## config.mk

```make
export PLATFORM = sky130hd
export DESIGN_NAME = vid_timing_gen
export DESIGN_NICKNAME = d
export VERILOG_FILES = /design/src/rtl/vid_timing_pkg.sv /design/src/rtl/vid_axis_counter.sv /design/src/rtl/vid_timing_gen.sv
export SDC_FILE = /design/constraint.sdc
export NUM_CORES = 1
export LEC_CHECK = 0
export BUFFER_PORTS_ARGS = -buffer_cell sky130_fd_sc_hd__buf_2
export CAP_MARGIN = 20
export CORE_MARGIN = 4
export CORE_UTILIZATION = 50
export CTS_BUF_LIST = sky130_fd_sc_hd__clkbuf_2 sky130_fd_sc_hd__clkbuf_4 sky130_fd_sc_hd__clkbuf_8
export DETAILED_ROUTE_END_ITERATION = 10
export PLACE_DENSITY = 0.8
export SYNTH_ARGS = -nofsm -noshare
export SYNTH_HDL_FRONTEND = slang
export SYNTH_SLANG_ARGS = --single-unit
export TNS_END_PERCENT = 100
```

## constraint.sdc

```tcl
create_clock -name i_pixclk -period 1.9 [get_ports i_pixclk]
set_input_delay 0.19 -clock i_pixclk [delete_from_list [all_inputs] [get_ports i_pixclk]]
set_output_delay 0.19 -clock i_pixclk [all_outputs]
set_load 0.02 [all_outputs]
```

## src/rtl/vid_timing_pkg.sv

```systemverilog
// Shared constants and helpers for the raster timing generator.
// Contents: total-period helper, 640x480@60 default timing set,
// 1280x720@60 timing set.
package vid_timing_pkg;

  // Period of one axis: active + front porch + sync + back porch.
  function automatic int calc_total(input int active, input int fp,
                                    input int sync, input int bp);
    return active + fp + sync + bp;
  endfunction

  // 640x480@60 (25.175 MHz pixel clock)
  localparam int VGA_H_ACTIVE = 640;
  localparam int VGA_H_FP     = 16;
  localparam int VGA_H_SYNC   = 96;
  localparam int VGA_H_BP     = 48;
  localparam int VGA_V_ACTIVE = 480;
  localparam int VGA_V_FP     = 10;
  localparam int VGA_V_SYNC   = 2;
  localparam int VGA_V_BP     = 33;
  localparam int VGA_H_TOTAL  = calc_total(VGA_H_ACTIVE, VGA_H_FP, VGA_H_SYNC, VGA_H_BP);
  localparam int VGA_V_TOTAL  = calc_total(VGA_V_ACTIVE, VGA_V_FP, VGA_V_SYNC, VGA_V_BP);

  // 1280x720@60 (74.25 MHz pixel clock)
  localparam int HD720_H_ACTIVE = 1280;
  localparam int HD720_H_FP     = 110;
  localparam int HD720_H_SYNC   = 40;
  localparam int HD720_H_BP     = 220;
  localparam int HD720_V_ACTIVE = 720;
  localparam int HD720_V_FP     = 5;
  localparam int HD720_V_SYNC   = 5;
  localparam int HD720_V_BP     = 20;
  localparam int HD720_H_TOTAL  = calc_total(HD720_H_ACTIVE, HD720_H_FP, HD720_H_SYNC, HD720_H_BP);
  localparam int HD720_V_TOTAL  = calc_total(HD720_V_ACTIVE, HD720_V_FP, HD720_V_SYNC, HD720_V_BP);

endpackage

```

## src/rtl/vid_axis_counter.sv

```systemverilog
// One raster axis: wrapping position counter plus active/sync decode.
// Ports:
//   clk, reset  - clock, async active-high reset
//   clear       - synchronous return to position 0 (dominates step)
//   step        - advance one position, wrapping after TOTAL-1
//   count       - current position
//   active      - count < ACTIVE
//   sync        - count inside the sync window
//   at_last     - count == TOTAL-1
module vid_axis_counter
  import vid_timing_pkg::*;
#(
  parameter int TOTAL  = VGA_H_TOTAL,
  parameter int ACTIVE = VGA_H_ACTIVE,
  parameter int FP     = VGA_H_FP,
  parameter int SYNC   = VGA_H_SYNC,
  parameter int CW     = 12
) (
  input  logic          clk,
  input  logic          reset,
  input  logic          clear,
  input  logic          step,
  output logic [CW-1:0] count,
  output logic          active,
  output logic          sync,
  output logic          at_last
);

  // Thresholds held at 32 bits so SYNC ending exactly at 2**CW cannot wrap.
  localparam logic [31:0] ACT_END  = ACTIVE;
  localparam logic [31:0] SYNC_BEG = ACTIVE + FP;
  localparam logic [31:0] SYNC_END = ACTIVE + FP + SYNC;
  localparam logic [31:0] LAST     = TOTAL - 1;

  logic [CW-1:0] count_q, count_d;
  logic [31:0]   count_w;

  always_comb begin
    count_d = count_q;
    if (clear) begin
      count_d = '0;
    end else if (step) begin
      count_d = at_last ? '0 : count_q + CW'(1);
    end
  end

  always_ff @(posedge clk or posedge reset) begin
    if (reset) count_q <= '0;
    else       count_q <= count_d;
  end

  assign count_w = 32'(count_q);
  assign count   = count_q;
  assign active  = count_w < ACT_END;
  assign sync    = (count_w >= SYNC_BEG) && (count_w < SYNC_END);
  assign at_last = count_w == LAST;

endmodule

```

## src/rtl/vid_timing_gen.sv

```systemverilog
// Parametrised raster timing generator (sync, DE, pixel request, strobes).
// Ports:
//   i_pixclk, i_reset - pixel clock, async active-high reset
//   i_enable          - run; low parks the raster at (0,0) with idle outputs
//   o_rd              - pixel request, RD_LEAD cycles ahead of o_de
//   o_de              - data enable
//   o_hsync, o_vsync  - syncs at polarity HS_POL / VS_POL
//   o_newline         - pulse on last active pixel of each line
//   o_newframe        - pulse on last active pixel of the frame
//   o_x, o_y          - coordinates aligned with o_de
//   o_frame           - completed-frame count (wraps)
module vid_timing_gen
  import vid_timing_pkg::*;
#(
  parameter int   H_ACTIVE = VGA_H_ACTIVE,
  parameter int   H_FP     = VGA_H_FP,
  parameter int   H_SYNC   = VGA_H_SYNC,
  parameter int   H_BP     = VGA_H_BP,
  parameter int   V_ACTIVE = VGA_V_ACTIVE,
  parameter int   V_FP     = VGA_V_FP,
  parameter int   V_SYNC   = VGA_V_SYNC,
  parameter int   V_BP     = VGA_V_BP,
  parameter logic HS_POL   = 1'b1,
  parameter logic VS_POL   = 1'b1,
  parameter int   RD_LEAD  = 0,
  parameter int   CW       = 12,
  parameter int   FCW      = 16
) (
  input  logic           i_pixclk,
  input  logic           i_reset,
  input  logic           i_enable,
  output logic           o_hsync,
  output logic           o_vsync,
  output logic           o_de,
  output logic           o_rd,
  output logic           o_newline,
  output logic           o_newframe,
  output logic [CW-1:0]  o_x,
  output logic [CW-1:0]  o_y,
  output logic [FCW-1:0] o_frame
);

  localparam int H_TOTAL = calc_total(H_ACTIVE, H_FP, H_SYNC, H_BP);
  localparam int V_TOTAL = calc_total(V_ACTIVE, V_FP, V_SYNC, V_BP);

  if (longint'(H_TOTAL) > (longint'(1) << CW) || longint'(V_TOTAL) > (longint'(1) << CW)) begin : g_bad_cw
    $error("vid_timing_gen: H_TOTAL or V_TOTAL exceeds 2**CW");
  end
  if (RD_LEAD < 0 || RD_LEAD > 7) begin : g_bad_lead
    $error("vid_timing_gen: RD_LEAD must be 0..7");
  end

  typedef struct packed {
    logic          active;
    logic          hs;
    logic          vs;
    logic          last_line;
    logic          last_frame;
    logic [CW-1:0] x;
    logic [CW-1:0] y;
  } stage_t;

  logic [CW-1:0]  hc, vc;
  logic           h_act, h_sync, h_last;
  logic           v_act, v_sync, v_last;
  logic           unused_v_last;
  stage_t         stage_d, out_s;
  stage_t         pipe_q [RD_LEAD+1];
  logic [FCW-1:0] frame_q, frame_d;

  vid_axis_counter #(
    .TOTAL(H_TOTAL), .ACTIVE(H_ACTIVE), .FP(H_FP), .SYNC(H_SYNC), .CW(CW)
  ) u_h (
    .clk(i_pixclk), .reset(i_reset), .clear(~i_enable), .step(i_enable),
    .count(hc), .active(h_act), .sync(h_sync), .at_last(h_last)
  );

  vid_axis_counter #(
    .TOTAL(V_TOTAL), .ACTIVE(V_ACTIVE), .FP(V_FP), .SYNC(V_SYNC), .CW(CW)
  ) u_v (
    .clk(i_pixclk), .reset(i_reset), .clear(~i_enable), .step(i_enable & h_last),
    .count(vc), .active(v_act), .sync(v_sync), .at_last(v_last)
  );

  // Vertical wrap is implied by the counter itself; nothing else needs it.
  assign unused_v_last = v_last;

  always_comb begin
    stage_d            = '0;
    stage_d.active     = h_act & v_act;
    stage_d.hs         = h_sync;
    stage_d.vs         = v_sync;
    stage_d.last_line  = h_act & v_act & (hc == CW'(H_ACTIVE - 1));
    stage_d.last_frame = stage_d.last_line & (vc == CW'(V_ACTIVE - 1));
    stage_d.x          = hc;
    stage_d.y          = vc;
  end

  // pipe_q[0] is the o_rd stage; pipe_q[RD_LEAD] drives everything else,
  // so DE, syncs and coordinates always share the same delay.
  always_ff @(posedge i_pixclk or posedge i_reset) begin
    if (i_reset) begin
      for (int i = 0; i <= RD_LEAD; i++) pipe_q[i] <= '0;
    end else if (!i_enable) begin
      for (int i = 0; i <= RD_LEAD; i++) pipe_q[i] <= '0;
    end else begin
      pipe_q[0] <= stage_d;
      for (int i = 1; i <= RD_LEAD; i++) pipe_q[i] <= pipe_q[i-1];
    end
  end

  assign out_s = pipe_q[RD_LEAD];

  // Frame count survives enable drops; only reset clears it.
  always_comb begin
    frame_d = frame_q;
    if (out_s.last_frame) frame_d = frame_q + FCW'(1);
  end

  always_ff @(posedge i_pixclk or posedge i_reset) begin
    if (i_reset) frame_q <= '0;
    else         frame_q <= frame_d;
  end

  assign o_rd       = pipe_q[0].active;
  assign o_de       = out_s.active;
  assign o_hsync    = out_s.hs ? HS_POL : ~HS_POL;
  assign o_vsync    = out_s.vs ? VS_POL : ~VS_POL;
  assign o_newline  = out_s.last_line;
  assign o_newframe = out_s.last_frame;
  assign o_x        = out_s.x;
  assign o_y        = out_s.y;
  assign o_frame    = frame_q;

endmodule
```

==> metrics, run 1 <==
status finished, violations left; failing checks setup timing; DR WL/cell 15.1 um; total power draw 2880 uW; Ant. Diodes 0; most area-hungry cell type in the Yosys netlist dfrtp_1; clock power share 43.6%; first-pass GRT wire length between 10 and 15 mm; CP arrival 2.31 ns; total negative setup slack -0.435 ns; Critical path buffers and inverters 0; Core ar. 5640 um2; total die area 7290 um2; synthesized area around 3000 um2; # DRC 0; Die Y 85.4 um; synthesized area per cell about 11 um2; vias 2,422; most frequent cells in the layout dfrtp_1 (69), buf_2 (48), buf_4 (30), nor2_1 (21), and2_1 (19); GRT overflow 0; Global Route Usage Sum 18.6%; sequential area share after synthesis about 58%; clk sink count 69; Finished Core Util between 60% and 70%; P&R area growth vs syn 28.6%; Ys Warns 0; clk_lat worst skew 0.35 ns; Tcrit/Tclk final 107%; commonest non-fill, non-tap cell in the layout dfrtp_1; # IOs 49; Synth top area share 57.7%; initial antenna violation count 0; CTS tree done; share of post-route cells with drive strength above 1 31.1%; htree depth 3; root buf cell clkbuf_8; CTS clk-pin slew, worst paths 0.07 ns; switching share of power around 22%; unrepaired setup endpoints after global routing true; Switching Power approximately 630 uW; Slew Viols, Final 0; Vias/cell 5.53; largest net degree at the start of global routing 70; post-synth cell types 35; DP Wirelength between 4 and 5 mm; VDD IR max between 400 and 500 uV; PwrDens 749 nW/um2; CP max stage delay around 0.54 ns; DRT Wirelength 6.61 mm; crit path max-delay cell type or4b_4; crit end category flip-flop; P_int 2260 uW; syn nets ~290; crit path time final 2.04 ns; Required @ worst endpoint 2.17 ns; critical path, cell by cell or4b_4 > or3_4 > or4_1 > a21oi_2; drt initial violations 232; Gate Count Post-Synth 278; path category of the worst min-delay check input port to flip-flop; Worst Setup Slack, final -0.136 ns; critical path class flip-flop to flip-flop; DRT Pass-1 Iters 4; RD Place Congestion approximately 0.89; number of global-route vias before repair 2,313; worst slew pin tran between 0.6 and 0.7 ns; max frequency around 0.49 GHz; Synth Register Bits between 60 and 70; Clock Path Buffers 2; Comb power frac 4.8%; # port buffers 48; Setup violations, final 6; crit-path max FO 6; slew margin rel. a little under 60%; leak pwr 0.00192 uW; max_cap viols 0; Area contributors post-synth dfrtp_1 (58%), xnor2_1 (5.0%), and2_1 (4.0%); # rows 27; Nets 369; Antenna Violating Nets Remaining 0; CTS buffer count 9; crit-path leading delay family simple AND/OR/NAND/NOR gates; Starting Density between 50% and 60%; Final Hold Viols 0; Layout Skew about 0.012 ns; sequential power share 51.7%; die width 85.4 um; CP Launch Type flip-flop
## worst min-delay path, cell delays in order
cell and delay, ns:
buf_2 0.08, inv_1 0.10, buf_4 0.19, nor2_1 0.08
## path summary, 6_finish.rpt
kind	end	slack [ns]	start	depth (start not counted)
setup / recovery	u_v.count[7]$_DFFE_PP0P_	-0.14	u_h.count[6]$_DFF_PP0_	4
min in group asynchronous	o_y[6]$_DFF_PP0_	0.49	i_reset	4
hold / removal	o_x[1]$_DFF_PP0_	0.34	i_enable	4
max in group asynchronous	u_h.count[3]$_DFF_PP0_	1.12	i_reset	4
setup reg to reg	u_v.count[7]$_DFFE_PP0P_	-0.14	u_h.count[6]$_DFF_PP0_	4
hold reg to reg	o_frame[15]$_DFFE_PP0P_	0.50	o_frame[15]$_DFFE_PP0P_	1
## repair_timing
action | CTS | global route
pin swaps | 0 | 3
buffers inserted | 0 | 3
hold buffers | 1 | 0
setup endpoints to repair | 9 | 11
resized for setup | 9 | 9
hold endpoints to repair | 69 | 0
cloned | 0 | 1
## area by class of cell
class	instances	area (um2)
clock buffer	13	173
clock inverter	3	42.5
fill	395	1790
inverter	13	52.6
multi-input combinational	187	1260
sequential	69	1730
tap	72	90.1
timing repair buffer	81	507
## logic make-up after synthesis
logic type	after synthesis	synth area share [%]
and+or+nand+nor	127	23.7
xor gates and xnor gates	22	6.44
DFF	69	57.7
adders and majority gates	5	2.09
AOI/OAI and AO/OA	31	6.65
buffers and inverters	23	3.05
muxes	1	0.376
## power groups by stage
stage	Sequential (uW)	Clock (uW)	Combinational, uW
after global placement	1520	0	119
after CTS	1490	1280	130
after detailed placement	1520	0	122
after global routing	1490	1350	154
after floorplan	1520	0	66.1
final	1490	1260	137
## routing by layer
layer	track usage [%]	vias to the layer above	routed length, um
met3	3.79	15	396
li1	-	1137	-
met5	0	-	0
met4	9.21	0	117
met2	29.7	86	3130
met1	24.0	1184	2970
## metrics by stage
stage,hold WS (ns),worst slack (ns),instance area (um2),instances
floorplan,0.330,-0.100,3000,278
global placement,0.315,-0.0812,3510,417
detailed placement,0.320,-0.111,3510,417
CTS,0.314,-0.118,3780,434
global route,0.357,-0.177,3850,438
finish,0.341,-0.136,3850,438
## state kept, by name (all words and copies together) (netlist names)
name,count
out_s,2
o_de,1
o_newframe,1
o_x,12
o_newline,1
o_y,12
u_v.count,12
o_frame,16
u_h.count,12
## synth_stat cells
master and n:
dfrtp_1 69, nor2_1 21, and2_1 19, nand2_1 18, xnor2_1 17, inv_1 13
nor3_1 12, nand3_1 10, nand4_1 10, o21ai_0 10, clkbuf_1 8, a21oi_1 7
and3_1 7, a22o_1 6, or3_1 6, ha_1 5, nor4_1 5, o31ai_1 5
xor2_1 5, and4_1 4, nor2b_1 3, or4_1 3, nor4bb_1 2, or2_2 2
a2bb2oi_1 1, a31o_2 1, buf_2 1, buf_4 1, mux2_2 1, nand4b_1 1
nor3b_1 1, o22ai_1 1, or3_4 1, or3b_1 1, or4b_4 1
(Power assumes the default switching activity.)
==> inputs of run 2 (changes only) <==
--- a/config.mk
+++ b/config.mk
@@ -11,7 +11,7 @@
 export CORE_UTILIZATION = 50
 export CTS_BUF_LIST = sky130_fd_sc_hd__clkbuf_2 sky130_fd_sc_hd__clkbuf_4 sky130_fd_sc_hd__clkbuf_8
 export DETAILED_ROUTE_END_ITERATION = 10
-export PLACE_DENSITY = 0.8
+export PLACE_DENSITY = 0.73
 export SYNTH_ARGS = -nofsm -noshare
 export SYNTH_HDL_FRONTEND = slang
 export SYNTH_SLANG_ARGS = --single-unit
==> metrics, run 2 (synthesis gave the netlist of run 1 again) <==
Final Hold Viols 0 (unchanged); CTS buffer count 9 (unchanged); Layout Skew 0.0109 ns (-0.00124 ns); P_int 2570 uW (+14%); CP Launch Type flip-flop; P&R area growth vs syn 31.8%; FILL cells 411 (+4.1%); unrepaired setup endpoints after global routing true; # port buffers 48 (unchanged); Clock Path Buffers 2 (unchanged); switching share of power 19.8% (-1.9 points); Ant. Diodes 0 (unchanged); CP max stage delay 0.54 ns (about the same); die width 85.4 um (unchanged); Antenna Violating Nets Remaining 0 (unchanged); DP Area 3520 um2 (+0.21%); number of global-route vias before repair 2,324 (+0.48%); CTS tree done; status finished, violations left; Vias/cell 5.46 (-1.2%); max frequency 0.496 GHz (+1.1%); critical path class flip-flop to flip-flop; Hold WS 0.292 ns (-0.0489 ns); Worst Setup Slack, final -0.114 ns (+0.0216 ns); largest net degree at the start of global routing 70 (unchanged); leak pwr 0.00196 uW (+2.0%); crit end category flip-flop; clock power share 49.3% (+5.7 points); # IOs 49 (unchanged); crit path max-delay cell type or4b_4; most frequent cells in the layout dfrtp_1 (69), buf_2 (48), buf_4 (31), nor2_1 (21), and2_1 (19); worst slew pin tran 0.532 ns (-0.0940 ns); PwrDens 813 nW/um2 (+8.5%); CP arrival 2.28 ns (-0.03 ns); commonest non-fill, non-tap cell in the layout dfrtp_1; failing checks setup timing; worst reg2reg startpoint u_h.count[6]$_DFF_PP0_; Starting Density 53.0% (unchanged); GRT overflow 0 (unchanged); clk sink count 69 (unchanged); sequential power share 46.5% (-5.2 points); DRT Wirelength 6.62 mm (+0.18%); post-route cell area 3940 um2 (+2.5%); Comb power frac 4.3% (-0.5 points); hold_sp i_enable; dpl ws -0.118 ns (-0.00658 ns); max_cap viols 0 (unchanged); slew margin rel. 64.1% (+6.2 points); vias 2,403 (-0.78%); RD Place Congestion 0.876 (-1.0%); area taken by multi-input logic gates 1280 um2 (+1.7%); drt initial violations 111 (-52%); # DRC 0 (unchanged); critical path, cell by cell or4b_4 > or3_4 > or4_4 > a21oi_2; # rows 27 (unchanged); Core ar. 5640 um2 (unchanged); Tcrit/Tclk final 106% (-1.1 points); VDD IR max 574 uV (+23%); crit-path max FO 6 (unchanged); Switching Power 636 uW (+1.5%); Setup violations, final 8 (+2); Worst setup startpoint u_h.count[6]$_DFF_PP0_; first-pass GRT wire length 10.7 mm (+0.51%); clk_lat worst skew 0.34 ns (about the same); share of post-route cells with drive strength above 1 32.3% (+1.2 points); Die Y 85.4 um (unchanged); DP Wirelength 4.31 mm (-3.4%); Nets 371 (+0.54%); Slew Viols, Final 0 (unchanged); initial antenna violation count 0 (unchanged); root buf cell clkbuf_8; htree depth 3 (unchanged); Required @ worst endpoint 2.17 ns (about the same); Global Route Usage Sum 18.8% (+0.26 points); Largest register FFs 16 (unchanged); DRT Pass-1 Iters 4 (unchanged); DR WL/cell 15.1 um (-0.27%); total power draw 3210 uW (+11%); crit path time final 2.01 ns (-0.0216 ns); path category of the worst min-delay check input port to flip-flop; CTS clk-pin slew, worst paths 0.07 ns (about the same); total die area 7290 um2 (unchanged); register area 1730 um2 (unchanged)
-- run 2: through the flow --
stage / cells / utilization, % / TNS [ns]
detailed placement: 418 / 62.4 / -0.558
CTS: 437 / 67.9 / -0.806
floorplan: 278 / - / -0.253
finish: 440 / 69.9 / -0.457
global route: 440 / 69.9 / -0.945
global placement: 418 / 62.4 / -0.198
-- run 2: path summary, 6_finish.rpt --
kind / end / slack, ns / depth (start not counted)
worst max-delay path: u_v.count[7]$_DFFE_PP0P_ / -0.11 / 4
max in group asynchronous: u_v.count[5]$_DFFE_PP0P_ / 1.14 / 4
min in group asynchronous: o_y[6]$_DFF_PP0_ / 0.49 / 4
worst min-delay path: o_y[0]$_DFF_PP0_ / 0.29 / 3
worst max register to register: u_v.count[7]$_DFFE_PP0P_ / -0.11 / 4
worst min register to register: o_frame[15]$_DFFE_PP0P_ / 0.49 / 1
-- run 2: worst max-delay path, delay by kind of cell (launching register included) --
family          cells  cell delay, ns
flops               1            0.38
simple gates        3            1.45
compound gates      1            0.12
-- run 2: layer usage --
layer / GRT usage, % / routed length, um
met3: 6.41 / 405
met1: 22.8 / 2770
met5: 0 / 0
met4: 7.05 / 66
met2: 31.1 / 3380
-- run 2: power by group through the flow --
stage,registers (uW),clock network [uW],logic [uW]
4_1_cts,1490,1610,125
5_1_grt,1490,1690,153
3_5_place_dp,1520,0,119
6_report,1490,1580,137
3_3_place_gp,1520,0,118
2_1_floorplan,1520,0,66.1
-- run 2: cell type report --
class	count	share of cell area [%]
clock buffer	10	3.49
inverter	13	1.33
multi-input combinational	187	32.4
sequential	69	43.8
timing repair buffer	83	13.3
clock inverter	6	3.39
tap	72	2.28
-- run 2: what timing repair did --
item / 4_1_cts / 5_1_grt
cloned: 0 / 1
setup endpoints to repair: 9 / 11
hold buffers: 1 / 0
setup buffers: 2 / 2
endpoints found under the hold margin: 69 / 0
gates resized for setup: 3 / 19
pin swaps: 7 / 3
